`src/rtl/piso_serializer_if.sv`:
```
// Word-in / bit-out bundle for the parallel-to-serial stage.
// The upstream producer and the serial sink use master; the serializer uses slave.
interface piso_if #(
  parameter int WIDTH = 4
);
  logic [WIDTH-1:0] in_data;
  logic             in_valid;
  logic             in_ready;
  logic             serial_out;
  logic             bit_valid;
  logic             word_start;
  logic             word_end;
  logic             busy;

  modport master (
    output in_data, in_valid,
    input  in_ready, serial_out, bit_valid, word_start, word_end, busy
  );

  modport slave (
    input  in_data, in_valid,
    output in_ready, serial_out, bit_valid, word_start, word_end, busy
  );
endinterface

```
`src/rtl/piso_serializer.sv`:
```
// Parallel-in serial-out stage: one word per valid/ready handshake, one bit per clk,
// with start/end framing and an optional idle gap after every word.
module piso_serializer #(
  parameter int WIDTH      = 4,
  parameter int GAP_CYCLES = 0,
  parameter int MSB_FIRST  = 1
) (
  input logic   clk,
  input logic   reset,
  piso_if.slave bus
);

  localparam int CW = $clog2(WIDTH);
  localparam logic [CW-1:0] LAST_BIT = CW'(WIDTH - 1);
  localparam logic [7:0]    GAP_LAST = (GAP_CYCLES > 0) ? 8'(GAP_CYCLES - 1) : 8'd0;

  if (WIDTH < 2) begin : g_bad_width
    $error("piso_serializer: WIDTH must be >= 2");
  end
  if (GAP_CYCLES < 0 || GAP_CYCLES > 255) begin : g_bad_gap
    $error("piso_serializer: GAP_CYCLES must be in 0..255");
  end

  typedef enum logic [1:0] {
    S_IDLE  = 2'd0,
    S_SHIFT = 2'd1,
    S_GAP   = 2'd2
  } state_t;

  state_t           r_state, w_state_nxt;
  logic [WIDTH-1:0] r_shift, w_shift_nxt;
  logic [CW-1:0]    r_bit_cnt, w_bit_cnt_nxt;
  logic [7:0]       r_gap_cnt, w_gap_cnt_nxt;
  logic             r_serial, w_serial_nxt;
  logic             r_bit_valid, w_bit_valid_nxt;
  logic             r_word_start, w_word_start_nxt;
  logic             r_word_end, w_word_end_nxt;
  logic             r_busy;
  logic             w_last_bit;
  logic             w_ready;
  logic             w_accept;

  // Bit that leaves next, and the word with that bit removed.
  function automatic logic head_bit(input logic [WIDTH-1:0] w);
    return (MSB_FIRST != 0) ? w[WIDTH-1] : w[0];
  endfunction

  function automatic logic [WIDTH-1:0] advance(input logic [WIDTH-1:0] w);
    return (MSB_FIRST != 0) ? {w[WIDTH-2:0], 1'b0} : {1'b0, w[WIDTH-1:1]};
  endfunction

  assign w_last_bit = (r_state == S_SHIFT) && (r_bit_cnt == LAST_BIT);
  assign w_ready    = !reset && ((r_state == S_IDLE) || (w_last_bit && (GAP_CYCLES == 0)));
  assign w_accept   = bus.in_valid && w_ready;

  always_comb begin
    w_state_nxt      = r_state;
    w_shift_nxt      = r_shift;
    w_bit_cnt_nxt    = r_bit_cnt;
    w_gap_cnt_nxt    = r_gap_cnt;
    w_serial_nxt     = 1'b0;
    w_bit_valid_nxt  = 1'b0;
    w_word_start_nxt = 1'b0;
    w_word_end_nxt   = 1'b0;
    // An accept is only possible in IDLE or on the last bit, so it always starts a fresh word.
    if (w_accept) begin
      w_state_nxt      = S_SHIFT;
      w_bit_cnt_nxt    = '0;
      w_serial_nxt     = head_bit(bus.in_data);
      w_shift_nxt      = advance(bus.in_data);
      w_bit_valid_nxt  = 1'b1;
      w_word_start_nxt = 1'b1;
    end else begin
      case (r_state)
        S_IDLE: begin
          w_state_nxt = S_IDLE;
        end
        S_SHIFT: begin
          if (w_last_bit) begin
            if (GAP_CYCLES > 0) begin
              w_state_nxt   = S_GAP;
              w_gap_cnt_nxt = '0;
            end else begin
              w_state_nxt = S_IDLE;
            end
          end else begin
            w_bit_cnt_nxt   = r_bit_cnt + 1'b1;
            w_serial_nxt    = head_bit(r_shift);
            w_shift_nxt     = advance(r_shift);
            w_bit_valid_nxt = 1'b1;
            w_word_end_nxt  = ((r_bit_cnt + 1'b1) == LAST_BIT);
          end
        end
        S_GAP: begin
          if (r_gap_cnt == GAP_LAST) begin
            w_state_nxt = S_IDLE;
          end else begin
            w_gap_cnt_nxt = r_gap_cnt + 8'd1;
          end
        end
        default: begin
          w_state_nxt = S_IDLE;
        end
      endcase
    end
  end

  always_ff @(posedge clk or posedge reset) begin
    if (reset) begin
      r_state      <= S_IDLE;
      r_shift      <= '0;
      r_bit_cnt    <= '0;
      r_gap_cnt    <= '0;
      r_serial     <= 1'b0;
      r_bit_valid  <= 1'b0;
      r_word_start <= 1'b0;
      r_word_end   <= 1'b0;
      r_busy       <= 1'b0;
    end else begin
      r_state      <= w_state_nxt;
      r_shift      <= w_shift_nxt;
      r_bit_cnt    <= w_bit_cnt_nxt;
      r_gap_cnt    <= w_gap_cnt_nxt;
      r_serial     <= w_serial_nxt;
      r_bit_valid  <= w_bit_valid_nxt;
      r_word_start <= w_word_start_nxt;
      r_word_end   <= w_word_end_nxt;
      r_busy       <= (w_state_nxt != S_IDLE);
    end
  end

  assign bus.in_ready   = w_ready;
  assign bus.serial_out = r_serial;
  assign bus.bit_valid  = r_bit_valid;
  assign bus.word_start = r_word_start;
  assign bus.word_end   = r_word_end;
  assign bus.busy       = r_busy;

endmodule
```
`src/flat_wrapper.sv`:
```
// flat-port wrapper written by rule: the top's interface ports become plain ports
module piso_serializer_flat 
#(
  parameter int WIDTH      = 4,
  parameter int GAP_CYCLES = 0,
  parameter int MSB_FIRST  = 1
)
  (clk, reset, bus_in_data, bus_in_valid, bus_in_ready, bus_serial_out, bus_bit_valid, bus_word_start, bus_word_end, bus_busy);
  piso_if #(.WIDTH(WIDTH)) bus_i ();
  input logic clk;
  input logic reset;
  input wire logic [$bits(bus_i.in_data)-1:0] bus_in_data;
  input wire logic [$bits(bus_i.in_valid)-1:0] bus_in_valid;
  output wire logic [$bits(bus_i.in_ready)-1:0] bus_in_ready;
  output wire logic [$bits(bus_i.serial_out)-1:0] bus_serial_out;
  output wire logic [$bits(bus_i.bit_valid)-1:0] bus_bit_valid;
  output wire logic [$bits(bus_i.word_start)-1:0] bus_word_start;
  output wire logic [$bits(bus_i.word_end)-1:0] bus_word_end;
  output wire logic [$bits(bus_i.busy)-1:0] bus_busy;
  assign bus_i.in_data = bus_in_data;
  assign bus_i.in_valid = bus_in_valid;
  assign bus_in_ready = bus_i.in_ready;
  assign bus_serial_out = bus_i.serial_out;
  assign bus_bit_valid = bus_i.bit_valid;
  assign bus_word_start = bus_i.word_start;
  assign bus_word_end = bus_i.word_end;
  assign bus_busy = bus_i.busy;
  piso_serializer #(.WIDTH(WIDTH), .GAP_CYCLES(GAP_CYCLES), .MSB_FIRST(MSB_FIRST)) u_core (.clk(clk), .reset(reset), .bus(bus_i));
endmodule
```
`config.mk`:
```
export PLATFORM = sky130hd
export DESIGN_NAME = piso_serializer_flat
export DESIGN_NICKNAME = d
export VERILOG_FILES = /design/src/rtl/piso_serializer_if.sv /design/src/rtl/piso_serializer.sv /design/src/flat_wrapper.sv
export SDC_FILE = /design/constraint.sdc
export NUM_CORES = 1
export LEC_CHECK = 0
export BUFFER_PORTS_ARGS = -buffer_cell sky130_fd_sc_hd__buf_2
export CAP_MARGIN = 20
export CORE_MARGIN = 1
export CORE_UTILIZATION = 49
export DETAILED_ROUTE_END_ITERATION = 12
export PLACE_DENSITY_LB_ADDON = 0.05
export SLEW_MARGIN = 10
export SYNTH_ARGS = -nofsm -noshare
export SYNTH_HDL_FRONTEND = slang
export SYNTH_SLANG_ARGS = --single-unit
```
`constraint.sdc`:
```
create_clock -name clk -period 1.55 [get_ports clk]
set_input_delay 0.465 -clock clk [delete_from_list [all_inputs] [get_ports clk]]
set_output_delay 0.465 -clock clk [all_outputs]
set_load 0.02 [all_outputs]
```
* Yosys cells after proc, flatten, opt, wreduce, memory -nomap -nowiden *
Cells that the tools add are included.

word-level totals
  input bits = 7
  bits in registers = 21
  word-level logic and storage cells = 49

operators by class
  eq/ne operators = 5
  bitwise operators = 2
  reduce and logical (&&, ||, !) cells = 11
  multiplexer cells = 20
  $add $sub $neg = 2

operator list
  operator               count
  $mux W2                6
  $mux W4                3
  $mux W1                10
  $add A8 B1 Y8 const B  1
  $logic_not A8 Y1       1
  $eq A2 B2 Y1 const B   3
  $pmux W2 S2            1
  $reduce_bool A2 Y1     2
  $logic_and A1 B1 Y1    3
  $reduce_and A3 Y1      1
  $add A2 B1 Y2 const B  1
  $eq A2 B1 Y1 const B   1
  $logic_not A2 Y1       1
  $ne A2 B2 Y1 const B   1
  $not A1 Y1             2
  $reduce_and A2 Y1      1
  $logic_not A1 Y1       1
  $logic_or A1 B1 Y1     1

* Depth between registers and ports, before layout *
Gate-level depths: netlist (run 1).

  depth after elaboration = 7
  mapped depth = 7

* Least setup slack after synthesis (run 1) *
No wires, ideal clock.

  path type = input to output
  start = input reset
  end = output bus_in_ready
  path buffers = 0
  path slack = -0.142 ns
  stages on the path = 2
  arrival time = 1.227 ns
  required time = 1.085 ns
  path through = inv_1 -> and2_1

between the ends
  cells in the longest elaborated chain, start to end = 2

RTL lines
  item                 line                   RTL
  from (decl)          flat_wrapper.sv:11     input logic reset;
  $logic_not A1 Y1     piso_serializer.sv:53  assign w_ready = !reset && ((r_state == S_IDLE) || (w_last_bit && (GAP_CYCLES == 0)));
  $logic_and A1 B1 Y1  piso_serializer.sv:53
  to (decl)            flat_wrapper.sv:14     output wire logic [$bits(bus_i.in_ready)-1:0] bus_in_ready;

Every way passes these cells.

* Worst setup path in the final report (run 1) *
  start = register u_core.r_state[0]
  end = output bus_in_ready

between the ends
  cells in the longest elaborated chain, start to end = 4
  elaborated cells on any way between the ends = 5
  classes of those cells = eq/ne: 1; reduce/logical: 4

RTL lines
  item                    line                    RTL
  from (decl)             piso_serializer.sv:30   state_t r_state, w_state_nxt;
  from (signal assigned)  piso_serializer.sv:120  r_state <= w_state_nxt;
  $eq A2 B1 Y1            piso_serializer.sv:52   assign w_last_bit = (r_state == S_SHIFT) && (r_bit_cnt == LAST_BIT);
  $logic_and A1 B1 Y1     piso_serializer.sv:52
  $logic_or A1 B1 Y1 *    piso_serializer.sv:53
  $logic_and A1 B1 Y1 *   piso_serializer.sv:53

Mark *: on every way between the ends. The rest lies on a longest branch, timed or not.

==> results.ini, run 1 <==
[outcome]
outcome = finished with violations
violations = setup timing

[layout]
fin_util = 0.7875
num-fill-cells = 111
mostFrequentLayoutCells = dfrtp_1 (20), buf_4 (13), nand2_1 (11), buf_2 (11), nor2_1 (6)
layout_commonest_cell = dfrtp_1
antenna_cells = 0
drive_above_1_share = 0.4715
final_nets = 139
final_cells = 148
area_growth_pct = 43.73

[critical_path]
regToRegSetupSlack_ns = -0.04
path_class = reg -> out
slowest_stage = dfrtp_1
crit_chain = inv_2 -> ha_4 -> a21o_4 -> and2_4 -> buf_6
r2r_cells = 8
end_kind = output pin
worstPathRequired_ns = 1.08
arrival_ns = 1.41
start_kind = register
path_max_fanout = 3
critPathMaxStageDelay_ns = 0.44

[timing]
fin_crit_sh = 1.208
tightest_slew_ns = 0.4262
slew_violations = 0
fin_crit_ns = 1.873
rsz0062_at_grt = yes
max-slew-margin-rel = 0.7137
hold_viol = 0
hold_slack_ns = 0.2219
max_freq_mhz = 534.0
layout_setup_ws_ns = -0.3228
setup_viol = 4
fin_skew_ns = 0.004218

[global_routing]
track_usage = 0.2002
grt_max_degree = 21
grt_pass1_wl_microns = 3008
grt_use_met1 = 0.2738
antenna_found_initial = 0
grt_use_met2 = 0.3222
gr-usage-met3 = 0.03462
grt_pass1_vias = 681
grt_busiest_layer = met2
overflow = 0

[clocking]
htreeDepth = 1
clockBufferDepth = 2
cts-root-buf = clkbuf_4
cts.sinks = 20
cts_tree = built
cts-buffers-inserted = 3
clk_pin_slew_ns = 0.11
clock_latency_ns = 0.30

[synth]
syn_nets = 104
synth_edf_count = 0
synth-seq-cells = 20
postSynth.asyncResetShare = 1.000
ys.flop_type = dfrtp_1
yosysSeqAreaShare = 0.5070
synth_area_sq_um = 987.2
yosysWarningCount = 0
syn-instance-count = 90
ys_types = 28
synth_area_per_cell_sq_um = 10.97

[routing]
first_pass_iters = 4
via_per_inst = 5.128
ant_nets = 0
num_vias = 759
first_iter_violations = 11
wl_per_cell_microns = 14.09
drc = 0
wirelength_microns = 2086

[placed_design]
dpl_worst_slack_ns = -0.03953
portBuffers = 12
gp_congestion = 0.7746
dp_cells = 141
hpwlAfterDp_microns = 1292

[die]
fp.dieW_microns = 46.89
fp.coreArea_sq_um = 1802
io_pins = 13
start_util = 0.5479
fp.dieH_microns = 46.89
rows = 15
die_area_sq_um = 2198

[pwr]
leakagePower_nw = 0.6490
cellPowerDensity_nw_per_um2 = 791.7
ir_worst_vdd_v = 0.0007477

[hold_path]
hold_path.class = in -> async

[job]
drv_cap = 0

state kept, by name, summed over array words and instances (netlist names):
name	count
u_core.r_shift	3
u_core.bus.busy	1
u_core.r_bit_cnt	2
u_core.r_state	2
u_core.bus.bit_valid	1
u_core.bus.word_start	1
u_core.bus.serial_out	1
u_core.r_gap_cnt	8
u_core.bus.word_end	1
kinds of logic after synthesis:
family,synth area share
mux,0.01141
xor+xnor,0.07098
compound gates,0.05955
simple gates,0.2256
flops,0.5070
buf+inv,0.03675
fa+ha+maj,0.08872
cells in the mapped netlist (2+ instances only):
| library cell | instances | area [sq um] |
|---|---|---|
| xor2_1 | 3 | 26.28 |
| o21ai_0 | 2 | 10.01 |
| nand3_1 | 5 | 25.02 |
| inv_1 | 6 | 22.52 |
| nor2_1 | 6 | 22.52 |
| and2_1 | 2 | 12.51 |
| ha_1 | 7 | 87.58 |
| dfrtp_1 | 20 | 500.5 |
| nor3_1 | 4 | 20.02 |
| a31oi_1 | 2 | 12.51 |
| xnor2_1 | 5 | 43.79 |
| nand2_1 | 12 | 45.04 |
power breakdown:
group	internal (mW)	total, mW	switching [mW]
Sequential	0.571	0.596	0.0252
Combinational	0.143	0.281	0.138
Clock	0.0905	0.245	0.155
Total	0.805	1.12	0.318
critical path, delay by kind of cell, from the launching register on:
kind | cells | cell delay [ns]
buf+inv | 2 | 0.20
fa+ha+maj | 1 | 0.17
flops | 1 | 0.44
simple gates | 1 | 0.13
compound gates | 1 | 0.18
area by class of cell:
type                       count  area, sq um  share of cell area
inverter                       7        37.54             0.02646
multi-input combinational     62        569.3              0.4012
tap                           25        31.28             0.02205
clock buffer                   3        22.52             0.01587
timing repair buffer          31        257.7              0.1817
sequential                    20        500.5              0.3527
worst paths after layout:
kind | start | endpoint
max | u_core.r_state[0] | bus_in_ready
min | reset | u_core.r_state[1]
max reg2reg | u_core.r_state[0] | u_core.r_gap_cnt[4]
min reg2reg | u_core.r_shift[1] | u_core.r_shift[1]
max in group asynchronous | reset | u_core.r_shift[1]
min in group clk | bus_in_data[0] | u_core.r_shift[1]
metrics by stage:
step | cell area [sq um] | setup TNS [ns] | total power [mW]
after floorplan | 991.0 | 0 | 0.7446
after global placement | 1202 | -0.02420 | 0.8420
after detailed placement | 1202 | -0.06977 | 0.8502
after CTS | 1326 | -3.906 | 1.120
after global routing | 1419 | -1.301 | 1.205
final | 1419 | -0.4245 | 1.123
metal layers:
metal / vias up / part of all wire / routed length [microns]
li1: 366 / - / -
met1: 372 / 0.44 / 915
met2: 16 / 0.53 / 1099
met3: 5 / 0.022 / 45
met4: 0 / 0.012 / 25
met5: - / 0 / 0
repair_timing:
item | in CTS | in global routing
buffers inserted | 5 | 2
setup endpoints to repair | 3 | 21
gates resized for setup | 23 | 15
hold buffers | 0 | 0
pin swaps | 12 | 3
gates cloned | 0 | 1
Power figures use the tool's default switching activity.
==> inputs of run 2 (changes only) <==
--- a/config.mk
+++ b/config.mk
@@ -5,6 +5,7 @@
 export SDC_FILE = /design/constraint.sdc
 export NUM_CORES = 1
 export LEC_CHECK = 0
+export ABC_CLOCK_PERIOD_IN_PS = 1550
 export BUFFER_PORTS_ARGS = -buffer_cell sky130_fd_sc_hd__buf_2
 export CAP_MARGIN = 20
 export CORE_MARGIN = 1
==> constraint.sdc (replaced) <==
create_clock -name clk -period 1.55 [get_ports clk]
set_input_delay 0 -clock clk [delete_from_list [all_inputs] [get_ports clk]]
set_output_delay 0 -clock clk [all_outputs]
set_load 0.02 [all_outputs]
==> run 2 against run 1 <==
  * The run now ends clean
  * Clock skew rose by 0.00095 ns
  * Fmax rose by 25%
  * Sequential share of layout area rose by 4.5 points
  * Clock power rose by 24%
  * Total power fell by 1.6%
  * Critical path type unchanged
  * Critical endpoint unchanged
  * Largest cell class is now sequential cells
  * Largest power group unchanged
  * Highest routed layer unchanged
==> results.ini, run 2 (synthesized netlist as in run 1, its figures left out) <==
[outcome]
outcome = finished, final reports clean

[pwr]
swShare = 0.2721
p_seq_frac = 0.545
leakagePower_nw = 0.5898
cellPowerDensity_nw_per_um2 = 879.4
p_clk_frac = 0.274
ir_worst_vdd_v = 0.0007311
p_sw_mw = 0.3009
combPwrFrac = 0.182
total_power_mw = 1.106
p_int_mw = 0.8049

[layout]
drive_above_1_share = 0.3277
multi_input_area_sq_um = 480.5
final_nets = 134
area_growth_pct = 27.38
antenna_cells = 0
largest_reg_flops = 8
reg.largest.list = u_core.r_gap_cnt x8, u_core.r_shift x3
fin_util = 0.6979
seq_area_sq_um = 500.5
num-fill-cells = 144
layout_commonest_cell = dfrtp_1
mostFrequentLayoutCells = dfrtp_1 (20), nand2_1 (12), buf_2 (12), buf_4 (9), nor2_1 (6)
largest_register = u_core.r_gap_cnt

[critical_path]
path_max_fanout = 3
worstPathRequired_ns = 1.55
arrival_ns = 1.50
end_kind = output pin
path_class = reg -> out
start_kind = register

[timing]
fin_crit_ns = 1.500
fin_crit_sh = 0.9674
max-slew-margin-rel = 0.8286
setup_viol = 0
rsz0062_at_grt = yes
fin_skew_ns = 0.005168
slew_violations = 0
max_freq_mhz = 666.9
hold_viol = 0
tightest_slew_ns = 0.2571

[routing]
ant_nets = 0
drc = 0
wl_per_cell_microns = 11.42
first_iter_violations = 9
first_pass_iters = 4
num_vias = 672
wirelength_microns = 1645
via_per_inst = 4.667

[clocking]
clk_pin_slew_ns = 0.11
clockBufferDepth = 2
clock_latency_ns = 0.30
cts-root-buf = clkbuf_4
cts-buffers-inserted = 3
htreeDepth = 1
cts_tree = built
cts.sinks = 20

[global_routing]
overflow = 0
gr-usage-met3 = 0.04615
grt_max_degree = 21
track_usage = 0.1744
grt_busiest_layer = met1
grt_use_met2 = 0.2417
antenna_found_initial = 0
grt_use_met1 = 0.2665
grt_pass1_wl_microns = 2649
grt_pass1_vias = 610

[die]
rows = 15
fp.dieW_microns = 46.89
start_util = 0.5479
fp.dieH_microns = 46.89
io_pins = 13
die_area_sq_um = 2198
fp.coreArea_sq_um = 1802

[placed_design]
portBuffers = 12
gp_congestion = 0.7659
hpwlAfterDp_microns = 1161

[hold_path]
hold_path.class = in -> reg

[job]
drv_cap = 0

## run 2: changes by cell type in the layout (fill, tap and decap cells not counted), moves of 2 or more
cell / before / now
inv_1: 3 / 5
o21ai_0: 0 / 2
nor3_2: 0 / 2
nor3_4: 3 / 0
nand3_2: 2 / 0
nand3_1: 3 / 5
buf_4: 13 / 9
buf_6: 4 / 0
ha_2: 1 / 3
ha_4: 3 / 0
dlygate4sd3_1: 0 / 5
## run 2: final timing paths
| check | from | endpoint | slack (ns) | cells after the start |
|---|---|---|---|---|
| worst min-delay path | bus_in_valid | u_core.bus.word_start | 0.14 | 4 |
| min in group asynchronous | reset | u_core.r_bit_cnt[0] | 0.28 | 4 |
| max in group asynchronous | reset | u_core.r_gap_cnt[6] | 1.06 | 4 |
| worst max-delay path | u_core.r_state[0] | bus_in_ready | 0.05 | 5 |
| worst max register to register | u_core.r_state[0] | u_core.r_gap_cnt[1] | 0.07 | 5 |
| worst min register to register | u_core.r_gap_cnt[7] | u_core.r_gap_cnt[7] | 0.49 | 1 |
## run 2: stage by stage
step / worst slack [ns] / setup TNS (ns) / std cells / hold slack (ns) / instance area [sq um]
floorplan: 0.09697 / 0 / 90 / -0.03095 / 987.2
CTS: 0.004450 / 0 / 143 / 0.1387 / 1222
global placement: 0.04537 / 0 / 133 / 0.07339 / 1126
global route: -0.002602 / -0.003754 / 144 / 0.1319 / 1257
finish: 0.05048 / 0 / 144 / 0.1380 / 1257
detailed placement: 0.003311 / 0 / 133 / 0.07687 / 1126
## run 2: repair_timing
| action | 4_1_cts | 5_1_grt |
|---|---|---|
| buffers inserted | 1 | 1 |
| hold buffers | 5 | 0 |
| hold endpoints to repair | 24 | 0 |
| resized for setup | 2 | 6 |
| endpoints found under the setup margin | 2 | 6 |
| pin swaps | 1 | 5 |
## run 2: routing by layer
| metal | vias to the layer above | routed length, microns |
|---|---|---|
| met2 | 14 | 665 |
| met3 | 2 | 45 |
| met4 | 0 | 21 |
| li1 | 355 | - |
| met1 | 301 | 913 |
| met5 | - | 0 |
## run 2: critical path, cell delays in order (launching register included)
cell	delay, ns
dfrtp_1	0.42
inv_2	0.06
ha_1	0.21
a21o_4	0.21
and2_1	0.15
buf_2	0.15
## run 2: power groups by stage
stage               clock, mW  sequential (mW)  combinational, mW
floorplan                   0            0.622              0.122
global placement            0            0.611              0.188
detailed placement          0            0.613              0.189
CTS                     0.306            0.602              0.200
global route            0.341            0.610              0.228
finish                  0.303            0.602              0.201
## run 2: area by class of cell
| type | instances | area share |
|---|---|---|
| clock buffers | 4 | 0.02886 |
| inverters | 7 | 0.02488 |
| multi-input cells | 62 | 0.3821 |
| flip-flops and latches | 20 | 0.3980 |
| well taps | 25 | 0.02488 |
| repair buffers | 26 | 0.1413 |
==> inputs of run 3 (changes only) <==
--- a/config.mk
+++ b/config.mk
@@ -11,7 +11,7 @@
 export CORE_MARGIN = 1
 export CORE_UTILIZATION = 49
 export DETAILED_ROUTE_END_ITERATION = 12
-export PLACE_DENSITY_LB_ADDON = 0.05
+export PLACE_DENSITY = 0.78
 export SLEW_MARGIN = 10
 export SYNTH_ARGS = -nofsm -noshare
 export SYNTH_HDL_FRONTEND = slang
==> run 3 against run 2 <==
  * Die area unchanged
  * Non-clock buffer count unchanged
  * Final cell count stayed put
  * Global-route usage grew 1.5 points
  * Hold slack improved by 0.016 ns
  * Register-to-register slack worse by 0.03 ns
  * Combinational power increased by 23%
  * Fmax is 0.84% lower
  * Sequential share of layout area down 0.28 points
  * Clock power shrank 2%
  * Sequential cell count did not move
  * Largest power group unchanged
==> results.ini, run 3 (synthesized netlist as in run 1, its figures left out) <==
[layout]
num-fill-cells = 137
final_nets = 134
area_growth_pct = 28.26
antenna_cells = 0
final_cells = 144
largest_reg_flops = 8
layout_commonest_cell = dfrtp_1
largest_register = u_core.r_gap_cnt
drive_above_1_share = 0.3361
design_area_sq_um = 1266
reg.largest.list = u_core.r_gap_cnt x8, u_core.r_shift x3
mostFrequentLayoutCells = dfrtp_1 (20), buf_2 (12), nand2_1 (11), buf_4 (9), nor2_1 (6)

[die]
fp.dieH_microns = 46.89
io_pins = 13
die_area_sq_um = 2198
fp.dieW_microns = 46.89
fp.coreArea_sq_um = 1802
rows = 15
start_util = 0.5479

[routing]
num_vias = 716
wirelength_microns = 1872
first_iter_violations = 18
first_pass_iters = 4
wl_per_cell_microns = 13.00
via_per_inst = 4.972
ant_nets = 0
drc = 0

[clocking]
cts.sinks = 20
clock_latency_ns = 0.29
cts-buffers-inserted = 3
clockBufferDepth = 2
cts-root-buf = clkbuf_4
clk_pin_slew_ns = 0.11
htreeDepth = 1
cts_tree = built

[pwr]
cellPowerDensity_nw_per_um2 = 902.8
ir_worst_vdd_v = 0.0008755
leakagePower_nw = 0.5929
total_power_mw = 1.143

[hold_path]
hold_path.class = in -> reg

[timing]
rsz0062_at_grt = yes
fin_skew_ns = 0.006679
slew_violations = 0
setup_viol = 0
hold_viol = 0
fin_crit_ns = 1.512
hold_slack_ns = 0.1540
max-slew-margin-rel = 0.8328
fin_crit_sh = 0.9756
tightest_slew_ns = 0.2492
max_freq_mhz = 661.3

[outcome]
outcome = finished, final reports clean

[critical_path]
critPathCapture = u_core.bus.busy
arrival_ns = 1.67
r2r_cells = 6
start_kind = register
cp-startpoint = u_core.r_gap_cnt[0]
reg2reg_from = u_core.r_gap_cnt[0]
path_class = reg -> reg
end_kind = register
path_max_fanout = 4
r2r-end = u_core.bus.busy
regToRegSetupSlack_ns = 0.04
worstPathRequired_ns = 1.71

[placed_design]
hpwlAfterDp_microns = 1195
gp_congestion = 0.8517
dp_cells = 131
portBuffers = 12
placed_area_sq_um = 1111

[global_routing]
grt_max_degree = 21
overflow = 0
antenna_found_initial = 0
grt_pass1_wl_microns = 2856
track_usage = 0.1897
grt_pass1_vias = 666

[job]
drv_cap = 0

-- run 3: power by group --
| group | leakage, nW | total, mW | internal [mW] | switching [mW] |
|---|---|---|---|---|
| sequential | 0.251 | 0.599 | 0.571 | 0.0281 |
| clock | 0.0210 | 0.297 | 0.143 | 0.154 |
| combinational | 0.321 | 0.247 | 0.117 | 0.129 |
-- run 3: worst min path at each step --
| stage | slack (ns) | cells after the start | end | from |
|---|---|---|---|---|
| 2_1_floorplan | -0.03 | 1 | u_core.bus.bit_valid | reset |
| 3_3_place_gp | 0.07 | 3 | u_core.r_state[1] | reset |
| 3_5_place_dp | 0.08 | 3 | u_core.r_state[1] | reset |
| 4_1_cts | 0.14 | 4 | u_core.bus.word_start | bus_in_valid |
| 5_1_grt | 0.16 | 4 | u_core.bus.word_start | bus_in_valid |
| 6_report | 0.15 | 4 | u_core.bus.word_start | bus_in_valid |
-- run 3: per-layer routing --
| layer | vias to the layer above | GRT usage | part of all wire |
|---|---|---|---|
| met5 | - | 0 | 0 |
| met4 | 0 | 0.07429 | 0.014 |
| met3 | 4 | 0.04231 | 0.034 |
| met2 | 18 | 0.3194 | 0.50 |
| met1 | 338 | 0.2372 | 0.46 |
| li1 | 356 | - | - |
-- run 3: layout make-up --
class,instances,area (sq um),share of cell area
sequential,20,500.5,0.3953
multi-input combinational,62,489.2,0.3864
timing repair buffer,26,177.7,0.1403
clock buffer,4,36.28,0.02866
inverter,7,31.28,0.02470
tap,25,31.28,0.02470
-- run 3: worst max-delay path, stage by stage (launching register included) --
cell,delay (ns)
dfrtp_1,0.40
inv_1,0.06
ha_1,0.16
nor4b_4,0.22
a21boi_2,0.13
o21ai_1,0.25
o21ai_0,0.16
-- run 3: what timing repair did --
| item | 4_1_cts | 5_1_grt |
|---|---|---|
| setup buffers | 2 | 2 |
| hold endpoints to repair | 24 | 0 |
| endpoints found under the setup margin | 2 | 6 |
| hold buffers | 5 | 0 |
| pin swaps | 0 | 4 |
| gates resized for setup | 1 | 8 |
-- run 3: stage by stage --
stage | worst slack [ns] | TNS [ns] | util
after floorplan | 0.09697 | 0 | -
after global placement | 0.06690 | 0 | 0.6167
after detailed placement | -0.01416 | -0.02006 | 0.6167
after CTS | 0.006650 | 0 | 0.6757
after global routing | -0.1060 | -0.2913 | 0.7028
final | 0.03776 | 0 | 0.7028
